## src/rtl/regfile_write_arbiter.sv

```systemverilog
// rtl/regfile_write_arbiter.sv - round-robin arbiter for the register file write port; REGFILE_CLEAR_EN adds post-reset zeroing
module regfile_write_arbiter #(
    parameter int Width = 32
) (
    input  logic             clk,
    input  logic             rst_n,
    input  logic             req0_valid,
    input  logic [4:0]       req0_addr,
    input  logic [Width-1:0] req0_data,
    output logic             req0_ready,
    input  logic             req1_valid,
    input  logic [4:0]       req1_addr,
    input  logic [Width-1:0] req1_data,
    output logic             req1_ready,
    output logic             rf_we,
    output logic [4:0]       rf_waddr,
    output logic [Width-1:0] rf_wdata,
    output logic             init_busy
);

`ifdef REGFILE_CLEAR_EN
    localparam logic [0:0] ST_CLEAR = 1'b0;
    localparam logic [0:0] ST_ARB   = 1'b1;

    logic [0:0] state;
    logic [4:0] clr_ptr;
    logic       arb_en;

    assign arb_en    = (state == ST_ARB);
    assign init_busy = (state == ST_CLEAR);
`else
    logic arb_en;

    assign arb_en    = 1'b1;
    assign init_busy = 1'b0;
`endif

    // last_grant names the requester that won most recently; the other wins a tie
    logic last_grant;
    logic accept0;
    logic accept1;

    always_comb begin
        req0_ready = 1'b0;
        req1_ready = 1'b0;
        if (rst_n && arb_en) begin
            if (req0_valid && req1_valid) begin
                req0_ready = last_grant;
                req1_ready = !last_grant;
            end else begin
                req0_ready = req0_valid;
                req1_ready = req1_valid;
            end
        end
    end

    assign accept0 = req0_valid && req0_ready;
    assign accept1 = req1_valid && req1_ready;

    always_ff @(posedge clk) begin
        if (!rst_n) begin
            rf_we      <= 1'b0;
            rf_waddr   <= 5'd0;
            rf_wdata   <= '0;
            last_grant <= 1'b1;
`ifdef REGFILE_CLEAR_EN
            state      <= ST_CLEAR;
            clr_ptr    <= 5'd1;
`endif
        end else
`ifdef REGFILE_CLEAR_EN
        if (state == ST_CLEAR) begin
            rf_we    <= 1'b1;
            rf_waddr <= clr_ptr;
            rf_wdata <= '0;
            clr_ptr  <= clr_ptr + 5'd1;
            if (clr_ptr == 5'd31) begin
                state <= ST_ARB;
            end
        end else
`endif
        begin
            rf_we <= 1'b0;
            // x0 writes are consumed but never reach the register file
            if (accept0) begin
                last_grant <= 1'b0;
                if (req0_addr != 5'd0) begin
                    rf_we    <= 1'b1;
                    rf_waddr <= req0_addr;
                    rf_wdata <= req0_data;
                end
            end else if (accept1) begin
                last_grant <= 1'b1;
                if (req1_addr != 5'd0) begin
                    rf_we    <= 1'b1;
                    rf_waddr <= req1_addr;
                    rf_wdata <= req1_data;
                end
            end
        end
    end

endmodule
```

## config.mk

```make
export PLATFORM = sky130hd
export DESIGN_NAME = regfile_write_arbiter
export DESIGN_NICKNAME = d
export VERILOG_FILES = /design/src/rtl/regfile_write_arbiter.sv
export SDC_FILE = /design/constraint.sdc
export NUM_CORES = 1
export LEC_CHECK = 0
export ABC_AREA = 1
export ABC_CLOCK_PERIOD_IN_PS = 2200
export CAP_MARGIN = 5
export CORE_MARGIN = 1
export CORE_UTILIZATION = 43
export DETAILED_ROUTE_END_ITERATION = 16
export PLACE_DENSITY = 0.89
export SYNTH_ARGS = -nofsm -noshare
export SYNTH_HDL_FRONTEND = slang
export SYNTH_SLANG_ARGS = --single-unit
```

## constraint.sdc

```tcl
create_clock -name clk -period 2.2 [get_ports clk]
set_input_delay 0.44 -clock clk [delete_from_list [all_inputs] [get_ports clk]]
set_output_delay 0.44 -clock clk [all_outputs]
set_load 0.01 [all_outputs]
```

==> key figures, run 1 <==
Clock network
  • Clock root buffer master: sky130_fd_sc_hd__clkbuf_8
  • CTS buffer count: 5
  • Deepest clock path buffer count: 2
  • TritonCTS clock tree: built
  • H-tree levels: 2
  • Total clock sinks: 39
  • Later-pin clock latency in the skew report: 290 ps
  • Clock Pin Slew Worst Setup and Hold Paths: about 80 ps
  • Hold-fix buffers at CTS: 0

Run status
  • Status: finished, final reports clean

Synthesis
  • Mapped cell area: approximately 2300 um^2
  • Register bit total from synthesis: 39
  • Count of yosys warnings during synthesis: 0
  • Cell taking the most area after synthesis: sky130_fd_sc_hd__dfxtp_1
  • Synth cell types: 15
  • Most used flip-flop cell after synthesis: sky130_fd_sc_hd__dfxtp_1
  • Most area-consuming cells after synthesis: sky130_fd_sc_hd__dfxtp_1 34%, sky130_fd_sc_hd__nand2_1 19%, sky130_fd_sc_hd__nand3_1 16%
  • Synthesized instance count: approximately 390
  • Post-synthesis net count: 465
  • Most common cell in the netlist: sky130_fd_sc_hd__nand2_1
  • Post-synth EDFFs: 0
  • Asr flop ratio synth: 0%
  • Share of the yosys chip area belonging to registers: 34.1%
  • Area share of the leading cell type in the synthesized netlist: 34.1%
  • List of most frequent post-synthesis cells: 118 x sky130_fd_sc_hd__nand2_1, 75 x sky130_fd_sc_hd__nand3_1, 41 x sky130_fd_sc_hd__nor2_1
  • Synthesized area per cell: 5.91 um^2

Drt
  • Number of iterations in the first detailed-routing pass: 4
  • Routed wire per std cell: 11.9 um
  • Via count: 2779
  • Drc violations: 0
  • Routed Wire Length: a little under 7 mm
  • Number of nets still failing antenna checks after routing: 0
  • Violation count after the first detailed-route iteration: 107
  • Drt via density: 4.91

Layout
  • Final non-filler cell total: approximately 570
  • # diodes: 0
  • Area of all placed cells without fillers: 3620 um^2
  • Number of nets in the layout: 573
  • FF+latch area: 781 um^2
  • Filler instances: 442
  • Growth of design area from synthesis to finish: 58.2%
  • Share of layout cells above drive strength 1: under 10%
  • Multi-input gate area in the final layout: 1200 um^2

Global route
  • Number of global-route vias before repair: 2429
  • First-pass GRT wire length: 10.4 mm
  • Global-route total usage across every layer: 24.4%
  • Number of antenna violations at the first check in global routing: 0
  • Pin count of the biggest net entering global routing: 49
  • Final global-route overflow total: 0

Setup path
  • Worst Setup End Kind: output port
  • Data arrival at the endpoint of the critical path: around 1400 ps
  • Reg-to-reg startpoint: last_grant$_SDFFE_PN1P_
  • Data required time of the worst path: 1760 ps
  • Depth of the most critical reg-to-reg path: 7
  • Crit Path Max Fanout: 3
  • Worst reg2reg endpoint: rf_wdata[1]$_SDFFE_PN0P_
  • Crit start category: input port
  • FF-to-FF setup slack: 740 ps
  • Crit path kind: in2out

Power
  • Pleak: approximately 1.8 nW
  • Peak supply drop: 0.000335 V
  • Pwr per Cell Area: 536 nW/um^2

Die
  • Row count: 26
  • Initial Util: 44.8%
  • Die area: around 5600 um^2
  • Y dimension of the die: 75.0 um
  • Number of placed I/O pins: roughly 120
  • Die X: about 75 um
  • CORE AREA: slightly above 5000 um^2

Placement
  • Total half-perimeter wirelength after legalization and detailed placement: 4.81 mm
  • Number of instances in the placed design: 558
  • Final RePlAce weighted congestion: about 0.78
  • Count of port buffers added during placement: 117
  • Post-placement cell area: 3530 um^2

STA
  • Share of the clock period used by the worst path: 84.7%
  • Fmax achieved: around 0.54 GHz
  • Setup TNS: 0 ps
  • RSZ-0062 raised after global routing: no
  • Post-Route Skew: 5.24 ps
  • Final Max Slew Viols: 0
  • Minimum clock period: 1860 ps
  • Hold violation count in the final report: 0
  • Final setup violating endpoints: 0

Hold path
  • Worst Hold Depth: 2
  • Destination of the worst hold path: last_grant$_SDFFE_PN1P_
  • Startpoint of the tightest hold check path: last_grant$_SDFFE_PN1P_
  • HP Class: reg2reg

Flow run
  • Number of violations of the max-capacitance limit: 0
where the power goes:
group / switching [W] / internal, W / total [W] / leakage [nW]
registers: 0.0000341 / 0.000775 / 0.000809 / 0.323
logic: 0.000294 / 0.000360 / 0.000655 / 1.40
clock network: 0.000252 / 0.000223 / 0.000475 / 0.0422
total: 0.000581 / 0.00136 / 0.00194 / 1.77
how the worst max path moves through the flow:
stage	endpoint	depth (start not counted)	slack, ps	from
6_report	req0_ready	4	340	req0_valid
5_1_grt	rf_wdata[15]$_SDFFE_PN0P_	9	280	req0_valid
3_3_place_gp	req0_ready	4	50	req0_valid
4_1_cts	req0_ready	4	20	req0_valid
2_1_floorplan	rf_wdata[10]$_SDFFE_PN0P_	7	790	rst_n
3_5_place_dp	req0_ready	4	30	req0_valid
repair_timing:
item / 4_1_cts / 5_1_grt
endpoints found under the setup margin: 0 / 2
setup buffers: 0 / 0
gates resized for setup: 0 / 2
logic make-up (layout without fill, tap and decap cells):
| kind of cell | Yosys count | after routing | share of synthesized area, % |
|---|---|---|---|
| buf+inv | 72 | 181 | 13.7 |
| compound gates | 40 | 40 | 9.19 |
| other cells | 1 | 1 | 0.164 |
| simple gates | 235 | 235 | 42.8 |
| flops | 39 | 39 | 34.1 |
layout make-up:
cell class,count,area share [%]
Clock buffer,7,2.11
Inverter,40,4.15
Tap cell,70,2.42
Sequential cell,39,21.6
Multi-Input combinational cell,276,33.1
Clock inverter,1,0.138
Timing Repair Buffer,133,36.5
flip-flops by register name (all words and copies together) (netlist names):
name	cells
rf_wdata	32
rf_waddr	5
last_grant	1
rf_we	1
cell usage in the layout (no fill, tap or decap):
cell,Yosys,layout
sky130_fd_sc_hd__a21oi_1,37,37
sky130_fd_sc_hd__a21oi_2,2,2
sky130_fd_sc_hd__buf_12,0,2
sky130_fd_sc_hd__buf_4,1,14
sky130_fd_sc_hd__clkbuf_1,9,2
sky130_fd_sc_hd__clkbuf_8,0,5
sky130_fd_sc_hd__clkdlybuf4s50_1,0,115
sky130_fd_sc_hd__clkinv_2,0,1
sky130_fd_sc_hd__conb_1,1,1
sky130_fd_sc_hd__dfxtp_1,39,39
sky130_fd_sc_hd__dlymetal6s2s_1,0,2
sky130_fd_sc_hd__inv_1,39,39
sky130_fd_sc_hd__inv_2,1,1
sky130_fd_sc_hd__nand2_1,118,116
sky130_fd_sc_hd__nand2_2,0,2
sky130_fd_sc_hd__nand3_1,75,75
sky130_fd_sc_hd__nand3b_1,1,1
sky130_fd_sc_hd__nor2_1,41,41
sky130_fd_sc_hd__o211ai_1,1,1
routing by layer:
layer / track usage [%] / wire length (um) / vias up
li1: - / - / 1428
met1: 27.4 / 2820 / 1233
met2: 44.3 / 3280 / 102
met3: 7.10 / 492 / 16
met4: 7.76 / 145 / 0
met5: 0 / 0 / -
worst max-delay path, cell delays in order:
cell,delay (ps)
sky130_fd_sc_hd__clkdlybuf4s50_1,520
sky130_fd_sc_hd__nand2_1,90
sky130_fd_sc_hd__a21oi_2,150
sky130_fd_sc_hd__dlymetal6s2s_1,220
stage by stage:
stage | util [%] | worst slack [ps] | hold WS, ps | power, W
after detailed placement | 69.2 | 26.2 | 525 | 0.00148
after global placement | 69.2 | 47.1 | 515 | 0.00146
after global routing | 70.9 | 275 | 578 | 0.00205
after CTS | 70.8 | 21.5 | 540 | 0.00195
final | 70.9 | 336 | 542 | 0.00194
after floorplan | - | 795 | 495 | 0.00114
No activity file was read; power rests on OpenSTA's default activity.
==> run 2: changes to the inputs <==
--- a/config.mk
+++ b/config.mk
@@ -6,12 +6,12 @@
 export NUM_CORES = 1
 export LEC_CHECK = 0
 export ABC_AREA = 1
-export ABC_CLOCK_PERIOD_IN_PS = 2200
+export ABC_CLOCK_PERIOD_IN_PS = 1500
 export CAP_MARGIN = 5
 export CORE_MARGIN = 1
-export CORE_UTILIZATION = 43
+export CORE_UTILIZATION = 36
 export DETAILED_ROUTE_END_ITERATION = 16
-export PLACE_DENSITY = 0.89
+export PLACE_DENSITY = 0.8
 export SYNTH_ARGS = -nofsm -noshare
 export SYNTH_HDL_FRONTEND = slang
 export SYNTH_SLANG_ARGS = --single-unit
==> constraint.sdc (replaced) <==
create_clock -name clk -period 1.5 [get_ports clk]
set_input_delay 0.3 -clock clk [delete_from_list [all_inputs] [get_ports clk]]
set_output_delay 0.3 -clock clk [all_outputs]
set_load 0.01 [all_outputs]
==> key figures, run 2 (same netlist as run 1, synthesis figures left out) <==
Hold path
  • Destination of the worst hold path: last_grant$_SDFFE_PN1P_
  • Worst Hold Depth: 2
  • HP Class: reg2reg
  • Startpoint of the tightest hold check path: last_grant$_SDFFE_PN1P_

STA
  • RSZ-0062 raised after global routing: no
  • Post-Route Skew: 2.83 ps
  • Final Max Slew Viols: 0
  • Minimum clock period: 1470 ps
  • Final setup violating endpoints: 0
  • Setup TNS: 0 ps
  • Fmax achieved: 0.682 GHz
  • Hold violation count in the final report: 0
  • Share of the clock period used by the worst path: 97.8%
  • Hold slack: 536 ps

Die
  • CORE AREA: roughly 6000 um^2
  • Y dimension of the die: 81.7 um
  • Number of placed I/O pins: 119
  • Row count: 28
  • Initial Util: 38.0%
  • Die area: 6680 um^2
  • Die X: 81.7 um

Placement
  • Final RePlAce weighted congestion: 0.698
  • Post-placement cell area: about 3600 um^2
  • Total half-perimeter wirelength after legalization and detailed placement: between 4 and 5 mm
  • Count of port buffers added during placement: 117
  • Number of instances in the placed design: 564

Power
  • Pleak: between 2 and 2.5 nW
  • Pwr per Cell Area: 810 nW/um^2
  • Peak supply drop: ~0.00054 V

Layout
  • Number of nets in the layout: 574
  • # diodes: 0
  • Growth of design area from synthesis to finish: 64.4%
  • Leading registers by flop count: rf_wdata x32, rf_waddr x5
  • Share of layout cells above drive strength 1: 7.24%
  • Area of all placed cells without fillers: ~3800 um^2
  • Most frequent cells in the layout: 116 x sky130_fd_sc_hd__nand2_1, 85 x sky130_fd_sc_hd__clkdlybuf4s50_1, 75 x sky130_fd_sc_hd__nand3_1, 41 x sky130_fd_sc_hd__nor2_1, 39 x sky130_fd_sc_hd__dfxtp_1
  • Register containing the most flip-flops in the final layout: rf_wdata
  • Number of flip-flops under the largest register name: 32
  • Most frequent standard cell in the layout excluding fill and tap cells: sky130_fd_sc_hd__nand2_1
  • Filler instances: 550
  • Final non-filler cell total: roughly 570
  • Final cell utilization of the core: 62.4%

Setup path
  • Biggest cell delay along the critical path: 540 ps
  • Data required time of the worst path: 1200 ps
  • Worst path top cell family by delay: buffers and inverters
  • Crit path kind: reg2out
  • Crit Path Max Fanout: 2
  • Critical Path, Cell by Cell: clkdlybuf4s50_1
  • Worst reg2reg endpoint: rf_waddr[3]$_SDFFE_PN0P_
  • FF-to-FF setup slack: 210 ps
  • Reg-to-reg startpoint: last_grant$_SDFFE_PN1P_
  • Crit start category: flip-flop
  • Critical path buffers and inverters: 1
  • Data arrival at the endpoint of the critical path: 1170 ps
  • Depth of the most critical reg-to-reg path: 7
  • Worst Setup End Kind: output port
  • Critical-path cell with the highest stage delay: sky130_fd_sc_hd__clkdlybuf4s50_1

Drt
  • Routed Wire Length: 6.85 mm
  • Drt via density: 4.83
  • Routed wire per std cell: 12.0 um
  • Drc violations: 0
  • Number of nets still failing antenna checks after routing: 0
  • Number of iterations in the first detailed-routing pass: 4
  • Via count: 2761
  • Violation count after the first detailed-route iteration: 121

Global route
  • First-pass GRT wire length: 10.4 mm
  • Final global-route overflow total: 0
  • Pin count of the biggest net entering global routing: 40
  • Global-route met2 utilization: 36.9%
  • Met3 routing resource usage after global routing: under 10%
  • Gr busiest metal: met2
  • Number of global-route vias before repair: roughly 2.4k
  • Met1 usage in global routing: 22.3%
  • Number of antenna violations at the first check in global routing: 0
  • Global-route total usage across every layer: 20.1%

Clock network
  • Number of buffers inserted to repair setup after CTS: 0
  • Clock Pin Slew Worst Setup and Hold Paths: 80 ps
  • TritonCTS clock tree: built
  • Later-pin clock latency in the skew report: 280 ps
  • Total clock sinks: 39
  • CTS buffer count: 5
  • Hold-fix buffers at CTS: 0
  • H-tree levels: 2
  • Deepest clock path buffer count: 2
  • Clock root buffer master: sky130_fd_sc_hd__clkbuf_8

Flow run
  • Number of violations of the max-capacitance limit: 0

Run status
  • Status: finished, final reports clean
-- run 2: changes by cell type in the layout (fill, tap and decap cells not counted), sizes merged --
| cell | change |
|---|---|
| clkbuf | -1 |
| clkdlybuf4s50 | -30 |
| dlymetal6s2s | +27 |
| dlygate4sd2 | +1 |
| buf | +3 |
| bufinv | +1 |
-- run 2: worst max-delay path by stage --
stage                                         start                         to  cells after the start
after floorplan             last_grant$_SDFFE_PN1P_  rf_wdata[10]$_SDFFE_PN0P_                      7
after global placement                   req0_valid                 req0_ready                      4
after detailed placement                 req0_valid                 req0_ready                      4
after CTS                 rf_wdata[14]$_SDFFE_PN0P_               rf_wdata[14]                      1
after global routing      rf_wdata[18]$_SDFFE_PN0P_               rf_wdata[18]                      1
final                     rf_wdata[23]$_SDFFE_PN0P_               rf_wdata[23]                      1
-- run 2: repair_timing --
action	in CTS	in global routing
pin swaps	0	0
endpoints found under the setup margin	23	66
gates resized for setup	10	32
-- run 2: report_power, final --
part           total, W  internal (W)  switching, W
Combinational  0.000954      0.000518      0.000437
Clock          0.000909      0.000538      0.000370
Sequential      0.00119       0.00114     0.0000488
-- run 2: routing by layer --
metal,wire (um),part of all wire (%),vias to the layer above
met1,2800,41,1214
met4,124,1.8,0
met5,0,0,-
met3,562,8.2,13
met2,3360,49,108
li1,-,-,1426
-- run 2: stage by stage --
step,worst slack [ps],total power [W]
CTS,1.74,0.00310
global placement,-377,0.00216
floorplan,197,0.00167
finish,32.7,0.00305
global route,1.99,0.00323
detailed placement,-420,0.00218
-- run 2: layout make-up --
type                       count  area, um^2  share of cell area (%)
timing repair buffer         134        1410                    37.5
multi-input combinational    276        1210                    32.2
sequential                    39         781                    20.8
inverter                      40         150                    3.99
tap                           75        93.8                    2.49
clock buffer                   6        82.6                    2.19
clock inverter                 2        35.0                   0.931
